$ cat config.mk
export PLATFORM = sky130hd
export DESIGN_NAME = lfsr_decrypt_engine
export DESIGN_NICKNAME = d
export VERILOG_FILES = /design/src/rtl/lfsr_decrypt_engine.sv
export SDC_FILE = /design/constraint.sdc
export NUM_CORES = 1
export LEC_CHECK = 0
export CORE_ASPECT_RATIO = 0.75
export CORE_MARGIN = 2
export CORE_UTILIZATION = 62
export CTS_CLUSTER_DIAMETER = 150
export CTS_CLUSTER_SIZE = 10
export DETAILED_ROUTE_END_ITERATION = 10
export GPL_TIMING_DRIVEN = 0
export PLACE_DENSITY = 0.82
export SLEW_MARGIN = 20
export SYNTH_ARGS = -nofsm -noshare
export SYNTH_HDL_FRONTEND = slang
export SYNTH_SLANG_ARGS = --single-unit
$ cat constraint.sdc
create_clock -name clk -period 7.9 [get_ports clk]
set_clock_uncertainty 0.2 [all_clocks]
set_input_delay 1.58 -clock clk [delete_from_list [all_inputs] [get_ports clk]]
set_output_delay 1.58 -clock clk [all_outputs]
set_load 0.005 [all_outputs]
$ cat src/rtl/lfsr_decrypt_engine.sv
// rtl/lfsr_decrypt_engine.sv - LFSR frame decryptor with tap/seed recovery from a space preamble
module lfsr_decrypt_engine #(
    parameter int FRAME_LEN = 64,
    parameter int TRAIN_LEN = 10
) (
    input  logic       clk,
    input  logic       init,
    input  logic       req,
    output logic       ack,
    input  logic       in_valid,
    output logic       in_ready,
    input  logic [7:0] in_data,
    output logic       out_valid,
    input  logic       out_ready,
    output logic [7:0] out_data,
    output logic       out_par_err,
    output logic       ptrn_found,
    output logic [3:0] ptrn_idx,
    output logic [6:0] err_cnt
);

    typedef enum logic [2:0] {
        S_IDLE,
        S_TRAIN,
        S_PICK,
        S_EMIT_PRE,
        S_RUN,
        S_DONE
    } state_t;

    localparam logic [5:0] TRAIN_LAST = 6'(TRAIN_LEN - 1);
    localparam logic [5:0] FRAME_LAST = 6'(FRAME_LEN - 1);

    function automatic logic [6:0] tap_of(input logic [3:0] idx);
        case (idx)
            4'd0:    tap_of = 7'h60;
            4'd1:    tap_of = 7'h48;
            4'd2:    tap_of = 7'h78;
            4'd3:    tap_of = 7'h72;
            4'd4:    tap_of = 7'h6A;
            4'd5:    tap_of = 7'h69;
            4'd6:    tap_of = 7'h5C;
            4'd7:    tap_of = 7'h7E;
            4'd8:    tap_of = 7'h7B;
            default: tap_of = 7'h60;
        endcase
    endfunction

    function automatic logic [6:0] lfsr_step(input logic [6:0] s, input logic [6:0] t);
        lfsr_step = {s[5:0], ^(s & t)};
    endfunction

    state_t                 state_q, state_d;
    logic [6:0]             cand_q [0:8];
    logic [6:0]             cand_d [0:8];
    logic [6:0]             cand_step [0:8];
    logic [8:0]             mask_q, mask_d;
    logic [TRAIN_LEN-1:0]   par_log_q, par_log_d;
    logic [6:0]             lfsr_q, lfsr_d;
    logic [5:0]             in_cnt_q, in_cnt_d;
    logic                   in_full_q, in_full_d;
    logic [5:0]             out_cnt_q, out_cnt_d;
    logic                   out_valid_q, out_valid_d;
    logic [7:0]             out_data_q, out_data_d;
    logic                   out_par_err_q, out_par_err_d;
    logic                   ptrn_found_q, ptrn_found_d;
    logic [3:0]             ptrn_idx_q, ptrn_idx_d;
    logic [6:0]             err_cnt_q, err_cnt_d;
    logic                   ack_q, ack_d;

    logic                   in_ready_c;
    logic                   in_fire;
    logic                   out_fire;
    logic                   par_err_in;
    logic [6:0]             s_in;
    logic [3:0]             pick_idx;

    assign in_fire    = in_valid && in_ready_c;
    assign out_fire   = out_valid_q && out_ready;
    assign par_err_in = in_data[7] ^ (^in_data[6:0]);
    assign s_in       = in_data[6:0] ^ 7'h20;

    // Input acceptance: always open while training, skid-free single slot while running
    always_comb begin
        in_ready_c = 1'b0;
        case (state_q)
            S_TRAIN: in_ready_c = 1'b1;
            S_RUN:   in_ready_c = !in_full_q && (!out_valid_q || out_ready);
            default: in_ready_c = 1'b0;
        endcase
    end

    // Every candidate advanced one step with its own tap, for training and for the pick
    always_comb begin
        for (int i = 0; i < 9; i++) begin
            cand_step[i] = lfsr_step(cand_q[i], tap_of(4'(i)));
        end
    end

    // Lowest surviving candidate wins when several taps fit the preamble
    always_comb begin
        pick_idx = 4'd0;
        for (int i = 8; i >= 0; i--) begin
            if (mask_q[i]) begin
                pick_idx = 4'(i);
            end
        end
    end

    // Next-state and datapath for the whole frame sequence
    always_comb begin
        state_d       = state_q;
        cand_d        = cand_q;
        mask_d        = mask_q;
        par_log_d     = par_log_q;
        lfsr_d        = lfsr_q;
        in_cnt_d      = in_cnt_q;
        in_full_d     = in_full_q;
        out_cnt_d     = out_cnt_q;
        out_valid_d   = out_valid_q;
        out_data_d    = out_data_q;
        out_par_err_d = out_par_err_q;
        ptrn_found_d  = ptrn_found_q;
        ptrn_idx_d    = ptrn_idx_q;
        err_cnt_d     = err_cnt_q;
        ack_d         = ack_q;

        if (in_fire && par_err_in && (err_cnt_q != 7'h7F)) begin
            err_cnt_d = err_cnt_q + 7'd1;
        end

        case (state_q)
            S_IDLE, S_DONE: begin
                if (req) begin
                    state_d       = S_TRAIN;
                    err_cnt_d     = 7'd0;
                    mask_d        = 9'h1FF;
                    in_cnt_d      = 6'd0;
                    in_full_d     = 1'b0;
                    out_cnt_d     = 6'd0;
                    out_valid_d   = 1'b0;
                    out_par_err_d = 1'b0;
                    ptrn_found_d  = 1'b0;
                    ptrn_idx_d    = 4'd0;
                    ack_d         = 1'b0;
                end
            end
            S_TRAIN: begin
                if (in_fire) begin
                    // Log parity oldest-first so byte 0 ends up in bit 0 after TRAIN_LEN shifts
                    par_log_d = {par_err_in, par_log_q[TRAIN_LEN-1:1]};
                    in_cnt_d  = in_cnt_q + 6'd1;
                    if (in_cnt_q == 6'd0) begin
                        for (int i = 0; i < 9; i++) begin
                            cand_d[i] = s_in;
                        end
                        if (s_in == 7'd0) begin
                            mask_d = 9'h000;
                        end
                    end else begin
                        for (int i = 0; i < 9; i++) begin
                            cand_d[i] = cand_step[i];
                            if (cand_step[i] != s_in) begin
                                mask_d[i] = 1'b0;
                            end
                        end
                    end
                    if (in_cnt_q == TRAIN_LAST) begin
                        state_d = S_PICK;
                    end
                end
            end
            S_PICK: begin
                if (mask_q != 9'h000) begin
                    ptrn_found_d  = 1'b1;
                    ptrn_idx_d    = pick_idx;
                    lfsr_d        = cand_step[pick_idx];
                    out_valid_d   = 1'b1;
                    out_data_d    = 8'h20;
                    out_par_err_d = par_log_q[0];
                    par_log_d     = par_log_q >> 1;
                    state_d       = S_EMIT_PRE;
                end else begin
                    ptrn_found_d = 1'b0;
                    ack_d        = 1'b1;
                    state_d      = S_DONE;
                end
            end
            S_EMIT_PRE: begin
                if (out_fire) begin
                    out_cnt_d = out_cnt_q + 6'd1;
                    if (out_cnt_q == TRAIN_LAST) begin
                        out_valid_d = 1'b0;
                        state_d     = S_RUN;
                    end else begin
                        out_data_d    = 8'h20;
                        out_par_err_d = par_log_q[0];
                        par_log_d     = par_log_q >> 1;
                    end
                end
            end
            S_RUN: begin
                if (out_fire) begin
                    out_valid_d = 1'b0;
                    if (out_cnt_q == FRAME_LAST) begin
                        ack_d   = 1'b1;
                        state_d = S_DONE;
                    end else begin
                        out_cnt_d = out_cnt_q + 6'd1;
                    end
                end
                if (in_fire) begin
                    out_valid_d   = 1'b1;
                    out_data_d    = {1'b0, in_data[6:0] ^ lfsr_q};
                    out_par_err_d = par_err_in;
                    lfsr_d        = lfsr_step(lfsr_q, tap_of(ptrn_idx_q));
                    if (in_cnt_q == FRAME_LAST) begin
                        in_full_d = 1'b1;
                    end else begin
                        in_cnt_d = in_cnt_q + 6'd1;
                    end
                end
            end
            default: state_d = S_IDLE;
        endcase
    end

    // State and output registers, cleared asynchronously by init
    always_ff @(posedge clk or posedge init) begin
        if (init) begin
            state_q       <= S_IDLE;
            for (int i = 0; i < 9; i++) begin
                cand_q[i] <= 7'd0;
            end
            mask_q        <= 9'h000;
            par_log_q     <= '0;
            lfsr_q        <= 7'd0;
            in_cnt_q      <= 6'd0;
            in_full_q     <= 1'b0;
            out_cnt_q     <= 6'd0;
            out_valid_q   <= 1'b0;
            out_data_q    <= 8'h00;
            out_par_err_q <= 1'b0;
            ptrn_found_q  <= 1'b0;
            ptrn_idx_q    <= 4'd0;
            err_cnt_q     <= 7'd0;
            ack_q         <= 1'b0;
        end else begin
            state_q       <= state_d;
            cand_q        <= cand_d;
            mask_q        <= mask_d;
            par_log_q     <= par_log_d;
            lfsr_q        <= lfsr_d;
            in_cnt_q      <= in_cnt_d;
            in_full_q     <= in_full_d;
            out_cnt_q     <= out_cnt_d;
            out_valid_q   <= out_valid_d;
            out_data_q    <= out_data_d;
            out_par_err_q <= out_par_err_d;
            ptrn_found_q  <= ptrn_found_d;
            ptrn_idx_q    <= ptrn_idx_d;
            err_cnt_q     <= err_cnt_d;
            ack_q         <= ack_d;
        end
    end

    assign ack         = ack_q;
    assign in_ready    = in_ready_c;
    assign out_valid   = out_valid_q;
    assign out_data    = out_data_q;
    assign out_par_err = out_par_err_q;
    assign ptrn_found  = ptrn_found_q;
    assign ptrn_idx    = ptrn_idx_q;
    assign err_cnt     = err_cnt_q;

endmodule

==> flow_summary.ini <==
[run_status]
status = finished clean

[clock_network]
numCtsBuffers = 17
clk_pin_slew_ns = 0.07
cts_buffer_depth = 2
clkLatencyLatePin_ns = 0.43
cts_tree = yes
clock-sinks = 127
htreeDepth = 4
cts_hold_buf = 0
postCtsSetupBuffers = 0
cts_root_buf = clkbuf_16
cts_resized = 0

[grt]
grt-ovfl-total = 0
grt-busiest-layer = met1
grt_use_met1_pct = 52.8
grt_max_degree = 106
first_global_vias = 6731
grt_util_met3_pct = 10.8
grt_first_pass_wirelength_um = 36700
grt_usage_pct = 35.6
antenna_found_initial = 0
grt_util_met2_pct = 49.7

[timing]
setup_viol = 0
tightest_slew_ns = 1.13
timing.final.crit_share_pct = 62.1
hold_viol_final = 0
slew_headroom_pct = 24.6
worst_slack_ns = 3.00
rsz0062_at_grt = no
fin_crit_ns = 4.90
clock.fmax_ghz = 0.204
fin_tns_setup_ns = 0
slew_viol_final = 0

[yosys]
synth_cell_type_count = 65
synth_edf_count = 0
synth_xor_area_share_pct = 12.5
avgSynthCellArea_um2 = 8.90
syn_area_um2 = 7860
synth_seq_cells = 127
ys_seq_area_share_pct = 40.4
syn_inst = 883
yosys_warnings = 0
synth_nets = 909
synth_top_family_by_area = compound AO/OA/AOI/OAI gates
yosys.area_share.simple_pct = 16.1
synth_area_leaders = dfrtp_1 (40%), xnor2_1 (7.5%), o21ai_0 (6.9%), a21oi_1 (5.1%), xor2_1 (5.0%)
yosysTopAreaCell = dfrtp_1
synthAdderAreaFrac_pct = 2.07
synth_compound_area_share_pct = 20.8
synthMuxAreaShare_pct = 3.23
synth_flop_cell = dfrtp_1
synth_top_area_share_pct = 40.4
async_reset_ff_share_pct = 100

[layout]
area_growth_pct = 14.7
final_nets = 962
n_antenna_cell = 0
drive_gt1_share_pct = 9.48
nFillCells = 933

[die]
die_w_um = 134
pin_count = 37
die_area_um2 = 13600
core_region_area_um2 = 12300
start_util_pct = 63.7
rows = 35
dieHeight_um = 102

[placed_design]
dp_hpwl_um = 15900
pre_cts_ws_ns = 2.86
place_congestion = 0.973
port-buffer-count = 33

[worst_setup_path]
path_cells = clkdlybuf4s50_1, nand2b_1, a21oi_1, nor2_1, clkdlybuf4s50_1
reg2reg_setup_slack_ns = 4.99
worstReg2RegEnd = cand_q[15]
cp_top_family = buffers and inverters
cpMaxStageDelayCell = clkdlybuf4s50_1
crit_top_cell = clkdlybuf4s50_1
crit_path_end_kind = output pin
startpoint_type = input port
ff2ff_path_depth = 7
endpoint = in_ready
critPathBufInv = 2
worstPathArrival_ns = 3.12
crit_start = out_ready
path_max_fanout = 4
cp.depth = 5
crit_required_ns = 6.12
r2r-start = in_cnt_q[2]
critical_path_class = in2out
max_stage_delay_ns = 0.56

[pwr]
p_per_area_nw_per_um2 = 452
p_leak_nw = 3.80
ir_drop_mv = 0.233

[detailed_routing]
dr.first_iter.drc_count = 944
drt_wl_total_um = 23100
viasPerCell = 6.46
drc = 0
antenna_left = 0
wl_per_cell_um = 20.7
first_pass_iters = 6
dr_total_vias = 7204

[min_path]
worst_hold_path_type = reg2reg

[job]
max-cap-violations = 0
==> cells in the mapped netlist, drive strengths merged, types with 2 or more instances <==
master,instances
nand2b,10
a22o,2
a311o,7
o31ai,6
a31oi,7
o31a,3
xnor2,67
nor2b,5
xor2,45
buf,30
nand2,100
inv,28
o221ai,13
mux2,16
nor3,14
or3,3
a221o,6
a21o,10
or2,4
a41oi,2
a211oi,9
o22ai,4
o21bai,2
nand4b,2
nor4,12
dfrtp,127
and3b,3
nand3,27
and3,7
o21ai,109
ha,13
clkbuf,27
and2b,2
and2,3
nand4,8
nor3b,3
mux2i,4
a21oi,84
nor2,50
==> placed cells by master (no fill, tap or decap), drive strengths merged, types with 4 or more instances in the layout <==
| cell | instances |
|---|---|
| xnor2 | 67 |
| nor2b | 5 |
| or2 | 4 |
| a21oi | 84 |
| xor2 | 45 |
| o22ai | 4 |
| a311o | 7 |
| mux2 | 16 |
| a31oi | 7 |
| nor4 | 12 |
| nor3 | 14 |
| nand2 | 100 |
| nand4 | 8 |
| buf | 31 |
| a211oi | 9 |
| o31ai | 6 |
| ha | 13 |
| clkbuf | 44 |
| a21o | 10 |
| nand3 | 27 |
| and3 | 7 |
| clkdlybuf4s50 | 33 |
| nand2b | 10 |
| a221o | 6 |
| mux2i | 4 |
| dfrtp | 127 |
| inv | 41 |
| nor2 | 50 |
| o21ai | 109 |
| o221ai | 13 |
==> registers in the layout (all words and copies together), names as in the netlist, 3 cells and up <==
register	count
cand_q	63
par_log_q	10
mask_q	9
err_cnt	7
lfsr_q	7
out_data	7
in_cnt_q	6
out_cnt_q	6
ptrn_idx	4
state_q	3
==> layout make-up <==
cell class | instances | area, um2 | share of cell area, %
multi-input cells | 671 | 4300 | 47.7
flip-flops and latches | 127 | 3180 | 35.2
clock buffers | 17 | 425 | 4.72
repair buffers | 34 | 358 | 3.97
plain buffers | 57 | 280 | 3.11
well taps | 166 | 208 | 2.30
clock inverters | 15 | 156 | 1.73
inverters | 28 | 113 | 1.25
==> layer usage <==
| metal | vias to the layer above | part of all wire (%) |
|---|---|---|
| li1 | 3222 | - |
| met1 | 3439 | 44 |
| met2 | 486 | 42 |
| met3 | 57 | 12 |
| met4 | 0 | 2.4 |
| met5 | - | 0 |
==> metrics by stage <==
stage | utilization, % | power, mW | cells | hold WS [ns] | instance area, um2
finish | 73.0 | 4.07 | 1115 | 0.308 | 9020
floorplan | - | 2.60 | 883 | 0.250 | 7860
global route | 73.0 | 4.29 | 1115 | 0.334 | 9020
global placement | 68.0 | 3.14 | 1082 | 0.267 | 8400
detailed placement | 68.3 | 3.20 | 1083 | 0.292 | 8430
CTS | 73.0 | 4.01 | 1115 | 0.305 | 9020
==> report_power, final <==
part	switching [mW]	internal (mW)
sequential	0.350	0.908
combinational	1.19	0.847
clock	0.356	0.424
==> worst reg2reg max path, delay by kind of cell (launching register included) <==
kind	cells	cell delay, ns
flops	1	0.43
buf+inv	2	0.50
simple gates	3	1.28
compound gates	2	0.40
==> cells by family after synthesis <==
kind of cell,count (synthesis)
AOI/OAI and AO/OA,269
and+or+nand+nor,256
DFF,127
xor gates and xnor gates,112
buffers and inverters,85
muxes,20
adders and majority gates,13
other,1
==> worst min path at each step <==
stage	startpoint	to	depth (start not counted)
3_3_place_gp	out_par_err	out_par_err	2
6_report	par_log_q[1]	par_log_q[0]	2
5_1_grt	cand_q[41]	cand_q[41]	2
2_1_floorplan	par_log_q[1]	par_log_q[0]	2
3_5_place_dp	par_log_q[1]	par_log_q[0]	2
4_1_cts	cand_q[62]	cand_q[62]	2
Power figures use the tool's default switching activity.
